## src/rtl/fifo_mem_ctrl_if.sv

```systemverilog
// Handshake and flag bundle between a FIFO's producer/consumer side
// and its pointer controller, including the dual-port RAM strobes.
interface fifo_mem_ctrl_if #(
    parameter int ADDR_BITS = 3
);
    logic                 push;
    logic                 pop;
    logic [ADDR_BITS:0]   thr_high;
    logic [ADDR_BITS:0]   thr_low;
    logic                 ram_write;
    logic [ADDR_BITS-1:0] ram_addr_write;
    logic                 ram_read;
    logic [ADDR_BITS-1:0] ram_addr_read;
    logic                 data_valid;
    logic [ADDR_BITS:0]   count;
    logic                 full;
    logic                 empty;
    logic                 almost_full;
    logic                 almost_empty;
    logic                 overflow_err;
    logic                 underflow_err;

    modport master (
        output push, pop, thr_high, thr_low,
        input  ram_write, ram_addr_write, ram_read, ram_addr_read,
        input  data_valid, count, full, empty,
        input  almost_full, almost_empty, overflow_err, underflow_err
    );

    modport slave (
        input  push, pop, thr_high, thr_low,
        output ram_write, ram_addr_write, ram_read, ram_addr_read,
        output data_valid, count, full, empty,
        output almost_full, almost_empty, overflow_err, underflow_err
    );
endinterface

```

## src/rtl/fifo_mem_ctrl.sv

```systemverilog
// FIFO pointer/occupancy controller for an external dual-port RAM with
// a 1-cycle registered read port; flags decode the registered count.
module fifo_mem_ctrl #(
    parameter int ADDR_BITS = 3
) (
    input  logic           clk,
    input  logic           reset,
    fifo_mem_ctrl_if.slave bus
);
    localparam logic [ADDR_BITS:0]   DEPTH_C = {1'b1, {ADDR_BITS{1'b0}}};
    localparam logic [ADDR_BITS:0]   CNT_ONE = {{ADDR_BITS{1'b0}}, 1'b1};
    localparam logic [ADDR_BITS-1:0] PTR_ONE = {{(ADDR_BITS-1){1'b0}}, 1'b1};

    logic [ADDR_BITS-1:0] wr_ptr_q, wr_ptr_d;
    logic [ADDR_BITS-1:0] rd_ptr_q, rd_ptr_d;
    logic [ADDR_BITS:0]   count_q, count_d;
    logic                 valid_q, valid_d;
    logic                 ovf_q, ovf_d;
    logic                 unf_q, unf_d;
    logic                 full, empty, push_ok, pop_ok;

    assign empty   = (count_q == '0);
    assign full    = (count_q == DEPTH_C);
    assign pop_ok  = bus.pop & ~empty;
    // A full FIFO still takes a push when the head leaves in the same cycle.
    assign push_ok = bus.push & (~full | pop_ok);

    always_comb begin
        wr_ptr_d = wr_ptr_q;
        rd_ptr_d = rd_ptr_q;
        count_d  = count_q;
        valid_d  = pop_ok;
        ovf_d    = ovf_q | (bus.push & ~push_ok);
        unf_d    = unf_q | (bus.pop & ~pop_ok);
        if (push_ok) wr_ptr_d = wr_ptr_q + PTR_ONE;
        if (pop_ok)  rd_ptr_d = rd_ptr_q + PTR_ONE;
        unique case ({push_ok, pop_ok})
            2'b10:   count_d = count_q + CNT_ONE;
            2'b01:   count_d = count_q - CNT_ONE;
            default: count_d = count_q;
        endcase
    end

    always_ff @(posedge clk or posedge reset) begin
        if (reset) begin
            wr_ptr_q <= '0;
            rd_ptr_q <= '0;
            count_q  <= '0;
            valid_q  <= 1'b0;
            ovf_q    <= 1'b0;
            unf_q    <= 1'b0;
        end else begin
            wr_ptr_q <= wr_ptr_d;
            rd_ptr_q <= rd_ptr_d;
            count_q  <= count_d;
            valid_q  <= valid_d;
            ovf_q    <= ovf_d;
            unf_q    <= unf_d;
        end
    end

    assign bus.ram_write      = push_ok;
    assign bus.ram_addr_write = wr_ptr_q;
    assign bus.ram_read       = pop_ok;
    assign bus.ram_addr_read  = rd_ptr_q;
    assign bus.data_valid     = valid_q;
    assign bus.count          = count_q;
    assign bus.full           = full;
    assign bus.empty          = empty;
    assign bus.almost_full    = (count_q >= bus.thr_high);
    assign bus.almost_empty   = (count_q <= bus.thr_low);
    assign bus.overflow_err   = ovf_q;
    assign bus.underflow_err  = unf_q;
endmodule
```

## src/flat_wrapper.sv

```systemverilog
// flat-port wrapper written by rule: the top's interface ports become plain ports
module fifo_mem_ctrl_flat 
#(
    parameter int ADDR_BITS = 3
)
  (clk, reset, bus_push, bus_pop, bus_thr_high, bus_thr_low, bus_ram_write, bus_ram_addr_write, bus_ram_read, bus_ram_addr_read, bus_data_valid, bus_count, bus_full, bus_empty, bus_almost_full, bus_almost_empty, bus_overflow_err, bus_underflow_err);
  fifo_mem_ctrl_if #(.ADDR_BITS(ADDR_BITS)) bus_i ();
  input  logic clk;
  input  logic reset;
  input wire logic [$bits(bus_i.push)-1:0] bus_push;
  input wire logic [$bits(bus_i.pop)-1:0] bus_pop;
  input wire logic [$bits(bus_i.thr_high)-1:0] bus_thr_high;
  input wire logic [$bits(bus_i.thr_low)-1:0] bus_thr_low;
  output wire logic [$bits(bus_i.ram_write)-1:0] bus_ram_write;
  output wire logic [$bits(bus_i.ram_addr_write)-1:0] bus_ram_addr_write;
  output wire logic [$bits(bus_i.ram_read)-1:0] bus_ram_read;
  output wire logic [$bits(bus_i.ram_addr_read)-1:0] bus_ram_addr_read;
  output wire logic [$bits(bus_i.data_valid)-1:0] bus_data_valid;
  output wire logic [$bits(bus_i.count)-1:0] bus_count;
  output wire logic [$bits(bus_i.full)-1:0] bus_full;
  output wire logic [$bits(bus_i.empty)-1:0] bus_empty;
  output wire logic [$bits(bus_i.almost_full)-1:0] bus_almost_full;
  output wire logic [$bits(bus_i.almost_empty)-1:0] bus_almost_empty;
  output wire logic [$bits(bus_i.overflow_err)-1:0] bus_overflow_err;
  output wire logic [$bits(bus_i.underflow_err)-1:0] bus_underflow_err;
  assign bus_i.push = bus_push;
  assign bus_i.pop = bus_pop;
  assign bus_i.thr_high = bus_thr_high;
  assign bus_i.thr_low = bus_thr_low;
  assign bus_ram_write = bus_i.ram_write;
  assign bus_ram_addr_write = bus_i.ram_addr_write;
  assign bus_ram_read = bus_i.ram_read;
  assign bus_ram_addr_read = bus_i.ram_addr_read;
  assign bus_data_valid = bus_i.data_valid;
  assign bus_count = bus_i.count;
  assign bus_full = bus_i.full;
  assign bus_empty = bus_i.empty;
  assign bus_almost_full = bus_i.almost_full;
  assign bus_almost_empty = bus_i.almost_empty;
  assign bus_overflow_err = bus_i.overflow_err;
  assign bus_underflow_err = bus_i.underflow_err;
  fifo_mem_ctrl #(.ADDR_BITS(ADDR_BITS)) u_core (.clk(clk), .reset(reset), .bus(bus_i));
endmodule
```

## config.mk

```make
export PLATFORM = sky130hd
export DESIGN_NAME = fifo_mem_ctrl_flat
export DESIGN_NICKNAME = d
export VERILOG_FILES = /design/src/rtl/fifo_mem_ctrl_if.sv /design/src/rtl/fifo_mem_ctrl.sv /design/src/flat_wrapper.sv
export SDC_FILE = /design/constraint.sdc
export NUM_CORES = 1
export LEC_CHECK = 0
export ABC_AREA = 1
export CAP_MARGIN = 10
export CORE_MARGIN = 4
export CORE_UTILIZATION = 39
export CTS_BUF_LIST = sky130_fd_sc_hd__clkbuf_16
export CTS_CLUSTER_SIZE = 8
export DETAILED_ROUTE_END_ITERATION = 10
export PLACE_DENSITY = 0.79
export SYNTH_ARGS = -nofsm -noshare
export SYNTH_HDL_FRONTEND = slang
export SYNTH_SLANG_ARGS = --single-unit
```

## constraint.sdc

```tcl
create_clock -name clk -period 1.6 [get_ports clk]
set_input_delay 0.32 -clock clk [delete_from_list [all_inputs] [get_ports clk]]
set_output_delay 0.32 -clock clk [all_outputs]
set_load 0.1 [all_outputs]
```

==> results of run 1 <==
==> metrics by stage <==
step / hold slack, ps / util [%] / setup WS [ps]
2_1_floorplan: 197 / - / -322
3_3_place_gp: 515 / 83.6 / -379
3_5_place_dp: 532 / 83.6 / -421
4_1_cts: 438 / 93.0 / -355
==> cells in the mapped netlist <==
cell,n
nand3_2,2
nand2_4,2
fa_1,1
o21bai_1,2
dfrtp_1,13
nand3_1,3
xnor2_1,5
nor2_4,1
nor2_1,2
inv_1,20
xor2_1,1
nand2_2,1
ha_1,12
nand4_1,2
inv_2,2
o211ai_1,1
nor2_2,1
nand2_1,19
a21o_1,1
a21oi_1,5
o21ai_1,1
o21ai_0,2
==> cell families after synthesis <==
group	synth area share (%)
flops	37.2
fa+ha+maj	19.5
buf+inv	9.46
simple gates	19.8
compound gates	8.02
xor+xnor	6.02
==> timing repair <==
action / 4_1_cts
setup buffers: 7
pin swaps: 15
endpoints found under the setup margin: 10
resized for setup: 29
==> run metrics, run 1 <==
leading post-synthesis cells by cell area=dfrtp_1 37%, ha_1 17%, inv_1 8.6%, nand2_1 8.2%, xnor2_1 5.0%; Die Wd=between 50 and 60 um; io pins=31; Std-Cell Rows=16; largest net degree at the start of global routing=14; syn_area_per_cell=~9 um2; CTS H-tree depth=1; mapped cell area=873 um2; Mapped Nets=about 120; HPWL Detailed=about 2200 um; area leader, netlist=dfrtp_1; CTS max path bufs=2; cts hold-fix bufs=0; clk sinks=13; routability cong.=about 0.7; PortBufs=30; Gate Count Post-Synth=99; Root Buffer=clkbuf_16; GRT worst endpoint=u_core.bus.count[3]$_DFFE_PP0P_/D; die height=roughly 55 um; worst_ep kind=register input; sequential area share after synthesis=about 37%; status=did not finish; Placed Instances=roughly 180; initial antenna violation count=0; stop err=[ERROR DPL-0033] detailed placement checks failed during check placement.; CTS Buf Count=3; last stage reached=global routing; Yosys warnings=0; Initial Util=42.8%; flop and latch count out of synthesis=13; Synth top area share=between 30% and 40%; Placed Area=~1700 um2; number of library cell types mapped by synthesis=22
==> run 2: changes to the inputs <==
CORE_AREA = 4 4 65 67   (was default)
CORE_MARGIN = default   (was 4)
CORE_UTILIZATION = default   (was 39)
CTS_BUF_LIST = default   (was sky130_fd_sc_hd__clkbuf_16)
CTS_CLUSTER_SIZE = default   (was 8)
DIE_AREA = 0 0 69 71   (was default)
PLACE_DENSITY = default   (was 0.79)
PLACE_DENSITY_LB_ADDON = 0.15   (was default)
clock period = 2.1 ns   (was 1.6 ns; I/O delays follow)
==> run metrics, run 2 <==
initial DRC count=10; final hold viol count=0; routability cong.=between 0.7 and 0.8; layout cells sized above 1=44.2%; ANT cells=0; Std-Cell Rows=22; cts hold-fix bufs=0; leading post-synthesis cells by cell area=dfrtp_1 37%, ha_1 17%, inv_1 8.6%, nand2_1 8.2%, xnor2_1 5.0%; fill count=approximately 380; mapped cell area=873 um2; Core Region=about 3600 um2; Hold Crit Class=reg -> reg; clk_lat worst skew=240 ps; vias in the first global route=881; leading cell type in the layout, fill and taps excluded=buf_4; first-pass GRT wire length=between 3000 and 4000 um; Area growth syn-to-layout=73.4%; CP Launch Type=input pin; Root Buffer=clkbuf_8; top post-synthesis cells by count=20 x inv_1, 19 x nand2_1, 13 x dfrtp_1, 12 x ha_1; PortBufs=30; fin nets=between 150 and 200; CTS H-tree depth=1; CTS max path bufs=2; Mapped Nets=~120; die height=approximately 71 um; Placed Instances=180; Worst Tran Pin Value=a little over 500 ps; clk sinks=13; flop and latch count out of synthesis=13; Tcrit/Tclk final=between 90% and 100%; DR vias/cell=4.15; Worst Path Arrival=~1600 ps; CTS tree=done; DRT antenna net count=0; Synth top area share=between 30% and 40%; Initial Util=between 20% and 30%; initial antenna violation count=0; largest net degree at the start of global routing=14; final WL=2070 um; top-count cell post-synth=inv_1; min cycle time layout=between 2000 and 2500 ps; syn_area_per_cell=between 8 and 9 um2; sequential area share after synthesis=37.2%; number of max-cap violations=0; Max Transition Viols Final=0; final std cells w/o fill=around 190; dominant synthesized flop cell=dfrtp_1; unrepaired setup endpoints after global routing=no; Req. time, crit path=around 1700 ps; io pins=31; HPWL Detailed=about 1600 um; Gate Count Post-Synth=99; vias post-DR=roughly 770; Post-route DRC=0; total grt overflow=0; max reg flops=4; Die Wd=69 um; area leader, netlist=dfrtp_1; EDFF count, synth=0; commonest non-fill, non-tap cells in the layout=18 x buf_4, 17 x nand2_1, 14 x inv_1, 9 x dfrtp_1, 8 x inv_2; relative slew slack=65.6%; # setup viols final=0; number of library cell types mapped by synthesis=22; crit end category=output pin; drt pass-1 iters=3; Crit Path Category=in -> out; Worst-path clk slew=50 ps; WL per Instance=around 11 um; GRT Util Overall=under 10%; CTS Buf Count=3; fmax=between 400 and 500 MHz; status=complete, no violations; Max Fanout on Critical Path=2; die area=4900 um2; Layout Skew=~0.69 ps; Yosys warnings=0; fraction of registers with async set/reset=between 90% and 100%
[run 2: cell counts after synthesis]
No cell type changed its count.
[run 2: logic make-up after synthesis]
logic type / after synthesis / synth area share [%]
AOI/OAI and AO/OA: 12 / 8.02
xor gates and xnor gates: 6 / 6.02
adders and majority gates: 13 / 19.5
buffers and inverters: 22 / 9.46
DFF: 13 / 37.2
and+or+nand+nor: 33 / 19.8
[run 2: final cells by class]
cell class / count / area, um2 / share of cell area (%)
inverters: 22 / 82.6 / 5.45
clock buffers: 4 / 45.0 / 2.98
repair buffers: 35 / 377 / 24.9
multi-input cells: 64 / 614 / 40.6
flip-flops and latches: 13 / 335 / 22.1
well taps: 48 / 60.1 / 3.97
[run 2: metal layers]
metal | wire length, um | vias up | track usage (%)
met5 | 0 | - | 0
met4 | 16 | 0 | 4.56
met3 | 144 | 2 | 3.13
met2 | 1060 | 24 | 17.1
met1 | 845 | 357 | 9.95
li1 | - | 389 | -
[run 2: critical path, cell delays in order]
cell,delay [ps]
clkdlybuf4s50_1,450
inv_1,60
ha_4,260
nand4_1,110
nand3_4,120
buf_12,170
[run 2: path summary, 6_finish.rpt]
path	startpoint	to	slack, ps	cells after the start
max in group asynchronous	reset	u_core.bus.count[1]	1190	2
setup / recovery	bus_thr_high[2]	bus_almost_full	80	6
setup reg to reg	u_core.bus.count[1]	u_core.bus.count[3]	180	14
hold reg to reg	u_core.bus.ram_addr_write[2]	u_core.bus.ram_addr_write[2]	480	1
min in group asynchronous	reset	u_core.bus.ram_addr_read[1]	520	2
hold / removal	u_core.bus.ram_addr_write[2]	u_core.bus.ram_addr_write[2]	480	1
[run 2: through the flow]
step | TNS (ps) | cell area [um2] | util, % | worst slack [ps] | hold WS [ps]
2_1_floorplan | 0 | 907 | - | 16.2 | 297
3_3_place_gp | -291 | 1320 | 36.3 | -168 | 463
3_5_place_dp | -328 | 1320 | 36.3 | -195 | 471
4_1_cts | 0 | 1470 | 40.4 | 5.69 | 478
5_1_grt | 0 | 1510 | 41.7 | 2.20 | 508
6_report | 0 | 1510 | 41.7 | 81.1 | 477
[run 2: timing repair]
action	CTS	global route
buffers inserted	2	0
endpoints found under the setup margin	2	3
pin swaps	5	9
resized for setup	15	14
Power of run 2 is not shown: default switching activity piles up to over one toggle a cycle in this logic, so the estimate is an artifact.
